==> src/rtl/mem_arb_pkg.sv <==
`default_nettype none
// ============================================================================
// Module   : mem_arb_pkg
// Purpose  : Shared types, funct3 access-mode constants and a small helper
//            for the two-port data-memory arbiter.
// Contents : port_idx_t, mem_req_t, MODE_* constants, grant_idx()
// Revision : 1.0 - initial release
// ============================================================================
package mem_arb_pkg;

  // Index of an arbiter port: 0 = instruction fetch, 1 = load/store unit.
  typedef logic port_idx_t;

  // funct3 access modes as seen by the data memory.
  localparam logic [2:0] MODE_B  = 3'b000;
  localparam logic [2:0] MODE_H  = 3'b001;
  localparam logic [2:0] MODE_W  = 3'b010;
  localparam logic [2:0] MODE_D  = 3'b011;
  localparam logic [2:0] MODE_BU = 3'b100;
  localparam logic [2:0] MODE_HU = 3'b101;
  localparam logic [2:0] MODE_WU = 3'b110;

  // Default field widths of a single memory request.
  localparam int C_MEM_BITS  = 20;
  localparam int C_DATA_SIZE = 64;

  typedef struct packed {
    logic [C_MEM_BITS-1:0]  addr;
    logic [2:0]             mode;
    logic                   we;
    logic [C_DATA_SIZE-1:0] wdata;
  } mem_req_t;

  // Converts a one-hot two-port grant into a port index. With a one-hot
  // (or empty) grant, bit 1 alone identifies the winner.
  function automatic port_idx_t grant_idx(input logic [1:0] grant);
    return grant[1];
  endfunction

endpackage : mem_arb_pkg
`default_nettype wire

==> src/rtl/rr_arbiter2.sv <==
`default_nettype none
// ============================================================================
// Module   : rr_arbiter2
// Purpose  : Two-requester round-robin arbiter. A lone eligible requester
//            always wins; when both are eligible the priority pointer picks
//            the winner, and after every grant the pointer moves to the
//            other port.
// Ports    : clk   - clock
//            rst_n - asynchronous active-low reset (pointer -> port 0)
//            elig  - per-port eligibility, bit i = port i
//            grant - one-hot grant, combinational from elig
// Revision : 1.0 - initial release
// ============================================================================
module rr_arbiter2
  import mem_arb_pkg::*;
(
  input  logic       clk,
  input  logic       rst_n,
  input  logic [1:0] elig,
  output logic [1:0] grant
);

  port_idx_t r_prio;

  always_comb begin
    grant = 2'b00;
    unique case (elig)
      2'b01:   grant = 2'b01;
      2'b10:   grant = 2'b10;
      2'b11:   grant = r_prio ? 2'b10 : 2'b01;
      default: grant = 2'b00;
    endcase
  end

  // Pointer only moves when something was actually granted.
  always_ff @(posedge clk or negedge rst_n) begin
    if (!rst_n) begin
      r_prio <= 1'b0;
    end else if (|grant) begin
      r_prio <= ~grant_idx(grant);
    end
  end

endmodule : rr_arbiter2
`default_nettype wire

==> src/rtl/mem_arbiter.sv <==
`default_nettype none
// ============================================================================
// Module   : mem_arbiter
// Purpose  : Shares one single-port data memory (combinational read, posedge
//            write) between instruction fetch (port 0) and the load/store
//            unit (port 1). At most one access per cycle; each granted
//            access produces a registered response one cycle later, held in
//            a per-port buffer until accepted. Counts contention cycles.
// Ports    : clk, rst_n                 - clock, async active-low reset
//            req_valid/ready/we/addr/mode/wdata - per-port request channel
//            resp_valid/ready/rdata     - per-port response channel
//            mem_we/address/mode/wdata  - memory request outputs
//            mem_rdata                  - memory read data
//            conflict_cnt               - saturating contention counter
// Revision : 1.0 - initial release
// ============================================================================
module mem_arbiter
  import mem_arb_pkg::*;
#(
  parameter int MEM_BITS  = 20,
  parameter int DATA_SIZE = 64,
  parameter int CNT_BITS  = 32
) (
  input  logic                   clk,
  input  logic                   rst_n,
  input  logic [1:0]             req_valid,
  output logic [1:0]             req_ready,
  input  logic [1:0]             req_we,
  input  logic [2*MEM_BITS-1:0]  req_addr,
  input  logic [2*3-1:0]         req_mode,
  input  logic [2*DATA_SIZE-1:0] req_wdata,
  output logic [1:0]             resp_valid,
  input  logic [1:0]             resp_ready,
  output logic [2*DATA_SIZE-1:0] resp_rdata,
  output logic                   mem_we,
  output logic [MEM_BITS-1:0]    mem_address,
  output logic [2:0]             mem_mode,
  output logic [DATA_SIZE-1:0]   mem_wdata,
  input  logic [DATA_SIZE-1:0]   mem_rdata,
  output logic [CNT_BITS-1:0]    conflict_cnt
);

  logic [1:0]                 r_resp_valid;
  logic [1:0][DATA_SIZE-1:0]  r_rdata;
  logic [CNT_BITS-1:0]        r_conflict_cnt;

  logic [1:0]                 w_elig;
  logic [1:0]                 w_grant;
  logic                       w_any;
  port_idx_t                  w_gidx;

  // A port may only be granted if its response slot is free or is being
  // emptied this very cycle. Gating with rst_n suppresses every access
  // (including memory writes) while reset is asserted.
  assign w_elig = req_valid & (~r_resp_valid | resp_ready) & {2{rst_n}};

  rr_arbiter2 u_rr (
    .clk   (clk),
    .rst_n (rst_n),
    .elig  (w_elig),
    .grant (w_grant)
  );

  assign w_any     = |w_grant;
  assign w_gidx    = grant_idx(w_grant);
  assign req_ready = w_grant;

  // Memory outputs are forced to zero when idle so the memory sees no
  // spurious write and a quiet bus.
  always_comb begin
    mem_we      = 1'b0;
    mem_address = '0;
    mem_mode    = 3'b000;
    mem_wdata   = '0;
    if (w_any) begin
      if (w_gidx) begin
        mem_we      = req_we[1];
        mem_address = req_addr[2*MEM_BITS-1:MEM_BITS];
        mem_mode    = req_mode[5:3];
        mem_wdata   = req_wdata[2*DATA_SIZE-1:DATA_SIZE];
      end else begin
        mem_we      = req_we[0];
        mem_address = req_addr[MEM_BITS-1:0];
        mem_mode    = req_mode[2:0];
        mem_wdata   = req_wdata[DATA_SIZE-1:0];
      end
    end
  end

  // Response buffers: a grant (re)loads the slot, which is legal because a
  // granted port's slot is either empty or popped in the same cycle.
  // Writes return zero data.
  always_ff @(posedge clk or negedge rst_n) begin
    if (!rst_n) begin
      r_resp_valid <= 2'b00;
      r_rdata      <= '0;
    end else begin
      for (int i = 0; i < 2; i++) begin
        if (w_grant[i]) begin
          r_resp_valid[i] <= 1'b1;
          r_rdata[i]      <= req_we[i] ? '0 : mem_rdata;
        end else if (resp_ready[i]) begin
          r_resp_valid[i] <= 1'b0;
        end
      end
    end
  end

  // Contention is measured on raw request demand, independent of whether
  // a blocked response makes one port ineligible.
  always_ff @(posedge clk or negedge rst_n) begin
    if (!rst_n) begin
      r_conflict_cnt <= '0;
    end else if ((req_valid == 2'b11) && (r_conflict_cnt != '1)) begin
      r_conflict_cnt <= r_conflict_cnt + {{(CNT_BITS-1){1'b0}}, 1'b1};
    end
  end

  assign resp_valid   = r_resp_valid;
  assign resp_rdata   = r_rdata;
  assign conflict_cnt = r_conflict_cnt;

endmodule : mem_arbiter
`default_nettype wire

==> config.mk <==
export PLATFORM = sky130hd
export DESIGN_NAME = mem_arbiter
export DESIGN_NICKNAME = d
export VERILOG_FILES = /design/src/rtl/mem_arb_pkg.sv /design/src/rtl/rr_arbiter2.sv /design/src/rtl/mem_arbiter.sv
export SDC_FILE = /design/constraint.sdc
export NUM_CORES = 1
export LEC_CHECK = 0
export CELL_PAD_IN_SITES_DETAIL_PLACEMENT = 1
export CELL_PAD_IN_SITES_GLOBAL_PLACEMENT = 1
export CORE_AREA = 2 2 193 195
export DETAILED_ROUTE_END_ITERATION = 6
export DIE_AREA = 0 0 195 197
export PLACE_DENSITY = 0.65
export SLEW_MARGIN = 25
export SYNTH_ARGS = -nofsm -noshare
export SYNTH_HDL_FRONTEND = slang
export SYNTH_HIERARCHICAL = 1
export SYNTH_SLANG_ARGS = --single-unit
==> constraint.sdc <==
create_clock -name clk -period 8.1 [get_ports clk]
set_input_delay 1.62 -clock clk [delete_from_list [all_inputs] [get_ports clk]]
set_output_delay 1.62 -clock clk [all_outputs]
set_load 0.01 [all_outputs]
### After elaboration in Yosys (flattened, before gate mapping)

Cells that the tools add are included.

| storage, ports and cells | value |
|---|---|
| output and inout bits | 252 |
| register bits | 163 |
| word-level logic and storage cells | 37 |
| bits of input ports | 246 |

| operators by class | value |
|---|---|
| add/sub/neg operators | 1 |
| bitwise gates (word level) | 5 |
| muxes and demuxes | 16 |
| equality and inequality tests | 5 |
| reductions and logical operators | 4 |

Operators with widths:

| cell | count |
|---|---|
| $mux 64 | 4 |
| $mux 20 | 2 |
| $add 32x1->32 const B | 1 |
| $ne 32x32->1 const B | 1 |
| $eq 2x2->1 const B | 3 |
| $mux 1 | 6 |
| $mux 3 | 2 |
| $pmux 2 s3 | 1 |
| $and 2x2->2 | 2 |
| $reduce_bool 2->1 | 2 |
| $eq 2x1->1 const B | 1 |
| $mux 2 | 1 |
| $not 2->2 | 1 |
| $or 2x2->2 | 1 |
| $reduce_or 2->1 | 1 |
| $logic_and 1x1->1 | 1 |
| $not 1->1 | 1 |

### Logic depth before layout (Yosys ltp)

| logic depth | value |
|---|---|
| word-level depth | 8 |
| depth in mapped cells | 9 |
| mapped depth without buffers | 6 |

### By module

The synthesis kept the hierarchy.

Modules (own cells, without submodules):

| module | area each (um^2) | cells each | times used | sequential area each (um^2) |
|---|---|---|---|---|
| mem_arbiter | 7,592.3 | 824 | 1 | 4,053.9 |
| rr_arbiter2 | 52.6 | 6 | 1 | 25.0 |

### Worst setup path before layout

Ideal clock, no wire load.

| timing path | value |
|---|---|
| path kind | input port to output port |
| from | in resp_ready[1] |
| to | out mem_wdata[32] |
| path buffers | 4 |
| cell stages on the path | 9 |
| data required time | 6,480 ps |
| slack | 2,876 ps |
| arrival time | 3,604 ps |
| cells stage by stage | nand2b_1 and3_1 a21boi_0 clkbuf_1 nor2b_1 clkbuf_1 clkbuf_1 buf_1 a22o_1 |

| between the ends | value |
|---|---|
| cells in the longest elaborated chain, start to end | 7 |
| elaborated cells between the ends (all ways) | 10 |
| those cells by class | eq/ne (3); mux (3); bitwise (3); reduce/logical (1) |

RTL lines:

| what | line | RTL |
|---|---|---|
| start, declared | mem_arbiter.sv:33 | `input logic [1:0] resp_ready,` |
| $or 2x2->2 * | mem_arbiter.sv:55 | `assign w_elig = req_valid & (~r_resp_valid \| resp_ready) & {2{rst_n}};` |
| $and 2x2->2 * (2 in a row) | mem_arbiter.sv:55 |  |
| net w_elig[1] | mem_arbiter.sv:47 | `logic [1:0] w_elig;` |
| $eq 2x2->1 / $eq 2x1->1 (equally long branches) | rr_arbiter2.sv:27 | `unique case (elig)` |
| $pmux 2 s3 * | rr_arbiter2.sv:27 |  |
| net req_ready[0] | mem_arbiter.sv:27 | `output logic [1:0] req_ready,` |
| $reduce_or 2->1 * | mem_arbiter.sv:64 | `assign w_any = \|w_grant;` |
| $mux 64 * | mem_arbiter.sv:75 | `if (w_any) begin` |
| end, declared | mem_arbiter.sv:38 | `output logic [DATA_SIZE-1:0] mem_wdata,` |

Mark *: on every way through the listed nets, which the timed path passes. The rest lies on a longest branch.

### Worst setup path after layout

| timing path | value |
|---|---|
| from | in resp_ready[1] |
| to | out mem_address[5] |

| between the ends | value |
|---|---|
| cells in the longest elaborated chain, start to end | 7 |
| elaborated cells between the ends (all ways) | 10 |
| those cells by class | eq/ne (3); mux (3); bitwise (3); reduce/logical (1) |

RTL lines:

| what | line | RTL |
|---|---|---|
| $or 2x2->2 * | mem_arbiter.sv:55 |  |
| $and 2x2->2 * (2 in a row) | mem_arbiter.sv:55 |  |
| net w_elig[1] | mem_arbiter.sv:47 |  |
| $eq 2x2->1 / $eq 2x1->1 (equally long branches) | rr_arbiter2.sv:27 |  |
| $pmux 2 s3 * | rr_arbiter2.sv:27 |  |
| $mux 20 / $reduce_or 2->1 (equally long branches) | mem_arbiter.sv:76, mem_arbiter.sv:64 |  |
| $mux 20 * | mem_arbiter.sv:75 |  |
| end, declared | mem_arbiter.sv:36 | `output logic [MEM_BITS-1:0] mem_address,` |

Marked as above.

==> impl_metrics.toml <==
[run_status]
outcome = "finished clean"

[yosys]
synthesis.nets = 1077
synth_seq_area_share = 0.534
synth-async-reset-ratio = 1.00
syn_avg_cell_area_um2 = 9.21
yosys_most_used_dff = "dfrtp_1"
yosys_warnings = 6
ys_ff_latch = 163
synth_edf_count = 0
syn_area_um2 = 7640
synth_cell_types = 39
netlist_instances = 830

[clock_network]
tritoncts = "yes"
clk_pin_slew_worst_paths_ns = 0.07
cts_max_level = 4
cts_root_buf = "clkbuf_16"
cts_setup_buffers = 0
clock-sinks = 163
clk_latency_ns = 0.43
clk_path_buf_depth = 2
hold_buffers = 0
numCtsBuffers = 17
cts.repair.resized = 0

[pwr]
total_power_mw = 2.72
vdd_drop_max_mv = 0.120
p_leak_nw = 5.67
p_per_area_nw_per_um2 = 199

[finish]
syn2layout_area_growth_pct = 79.4
regArea_um2 = 4080
utilization = 0.378
final.fill_count = 4153
stdcell_area_um2 = 13700
final_layout_size_suffix_gt1_frac = 0.0427
final_cells = 1779
multi_input_area_um2 = 2890
layout.nets = 1546

[placement]
dpl.hpwl_um = 27400
dp.cells = 1748
dp_worst_setup_slack_ns = 1.90
io_buffer_count = 497
place_congestion = 0.819
placed_area_um2 = 13100

[routing]
route.antenna.remaining_nets = 0
vias = 7846
wl_per_cell_um = 20.3
viasPerCell = 4.41
post-route-drc-count = 0
drt_first_pass_iters = 4
drt_iter0_markers = 260
wirelength_um = 36100

[worst_setup_path]
r2r-start = "resp_valid[1]"
worstPathMaxFanout = 87
cp.arrival_ns = 4.55
start_kind = "input pin"
crit_path_end_kind = "primary output"
path_class = "in2out"
startpoint = "resp_ready[1]"
critical_path_required_ns = 6.48

[sta]
timing.setup.tns_ns = 0
hold-worst-slack_ns = 0.498
tightest_slew_ns = 0.940
setup_viol = 0
finalMaxSlewViolations = 0
finalHoldViolCount = 0
clock.fmax_mhz = 162
rsz0062_at_grt = "false"
fin_crit_ns = 6.17
fin_worst_skew_ns = 0.0132
relSlewSlack = 0.373
post-route-period-util = 0.762
fin_ws_ns = 1.93

[floorplan]
rows = 70
die_h_um = 197
core_um2 = 36300
die_w_um = 195
io_pins = 498
dieArea_um2 = 38400
initial_utilization = 0.211

[run]
cap_viol_max_count = 0

[hold_path]
hold_class = "reg2reg"
min_from = "conflict_cnt[30]"

[global_routing]
track_usage = 0.182
grt_first_pass_wirelength_um = 53000
overflow = 0
grt_max_degree = 88
grt_pass1_vias = 8330
antenna_found_initial = 4
==> state kept, by name, indices dropped and copies added (netlist names) <==
name,count
conflict_cnt,32
u_rr/r_prio,1
resp_rdata,128
resp_valid,2
==> layout by cell type, fill, tap and decap left out, drive strengths merged, types with 12 or more instances in the layout <==
cell	synthesis	layout
nand2	141	141
clkdlybuf4s50	0	495
o22ai	64	64
inv	132	135
dfrtp	163	163
o21ai	65	65
clkbuf	51	18
a22o	87	87
nand3	15	15
nor2	15	15
buf	6	12
xor2	19	19
==> path summary, 6_finish.rpt <==
path / slack, ns / to / cells past startpoint
setup reg to reg: 4.57 / resp_rdata[106] / 9
min in group asynchronous: 1.10 / resp_rdata[96] / 1
max in group asynchronous: 4.99 / resp_rdata[71] / 3
setup / recovery: 1.93 / mem_address[5] / 9
hold / removal: 0.50 / conflict_cnt[30] / 1
hold reg to reg: 0.50 / conflict_cnt[30] / 1
==> worst max-delay path, stage by stage <==
cell             delay, ns
clkdlybuf4s50_1       0.39
nand2b_1              0.15
and3_1                0.24
a21boi_4              0.16
buf_4                 0.24
nor2b_4               0.13
buf_4                 0.70
a22o_1                0.24
clkdlybuf4s50_1       0.61
==> synthesized netlist by cell type, drive strengths merged (8+ instances only) <==
cell	count	share of area
inv	132	0.065
xnor2	8	0.0092
o21ai	65	0.043
dfrtp	163	0.53
nor2	15	0.0077
nand2	141	0.069
nor3	9	0.0059
clkbuf	51	0.025
nand3	15	0.0098
a22o	87	0.10
o22ai	64	0.052
xor2	19	0.022
==> report_power, final <==
| group | internal, mW | switching [mW] |
|---|---|---|
| sequential | 0.939 | 0.0814 |
| combinational | 0.469 | 0.366 |
| clock | 0.516 | 0.351 |
==> kinds of logic after synthesis <==
| kind of cell | count (synthesis) | synth area share |
|---|---|---|
| AOI/OAI and AO/OA | 230 | 0.210 |
| xor gates and xnor gates | 27 | 0.0309 |
| adders and majority gates | 1 | 0.00164 |
| buffers and inverters | 189 | 0.0928 |
| DFF | 163 | 0.534 |
| muxes | 1 | 0.00196 |
| and+or+nand+nor | 219 | 0.129 |
==> per-layer routing <==
layer / up-vias / routed length [um] / global-route usage
li1: 3735 / - / -
met1: 3800 / 14800 / 0.220
met2: 280 / 18700 / 0.326
met3: 25 / 2080 / 0.0455
met4: 6 / 437 / 0.0413
met5: - / 32 / 0
==> cell type report <==
type                    instances  area share
inverters                     132      0.0361
diodes                          1    0.000182
flip-flops and latches        163       0.297
clock inverters                12      0.0131
clock buffers                  18      0.0313
well taps                     468      0.0427
repair buffers                507       0.368
multi-input cells             478       0.211
Power figures use the tool's default switching activity.
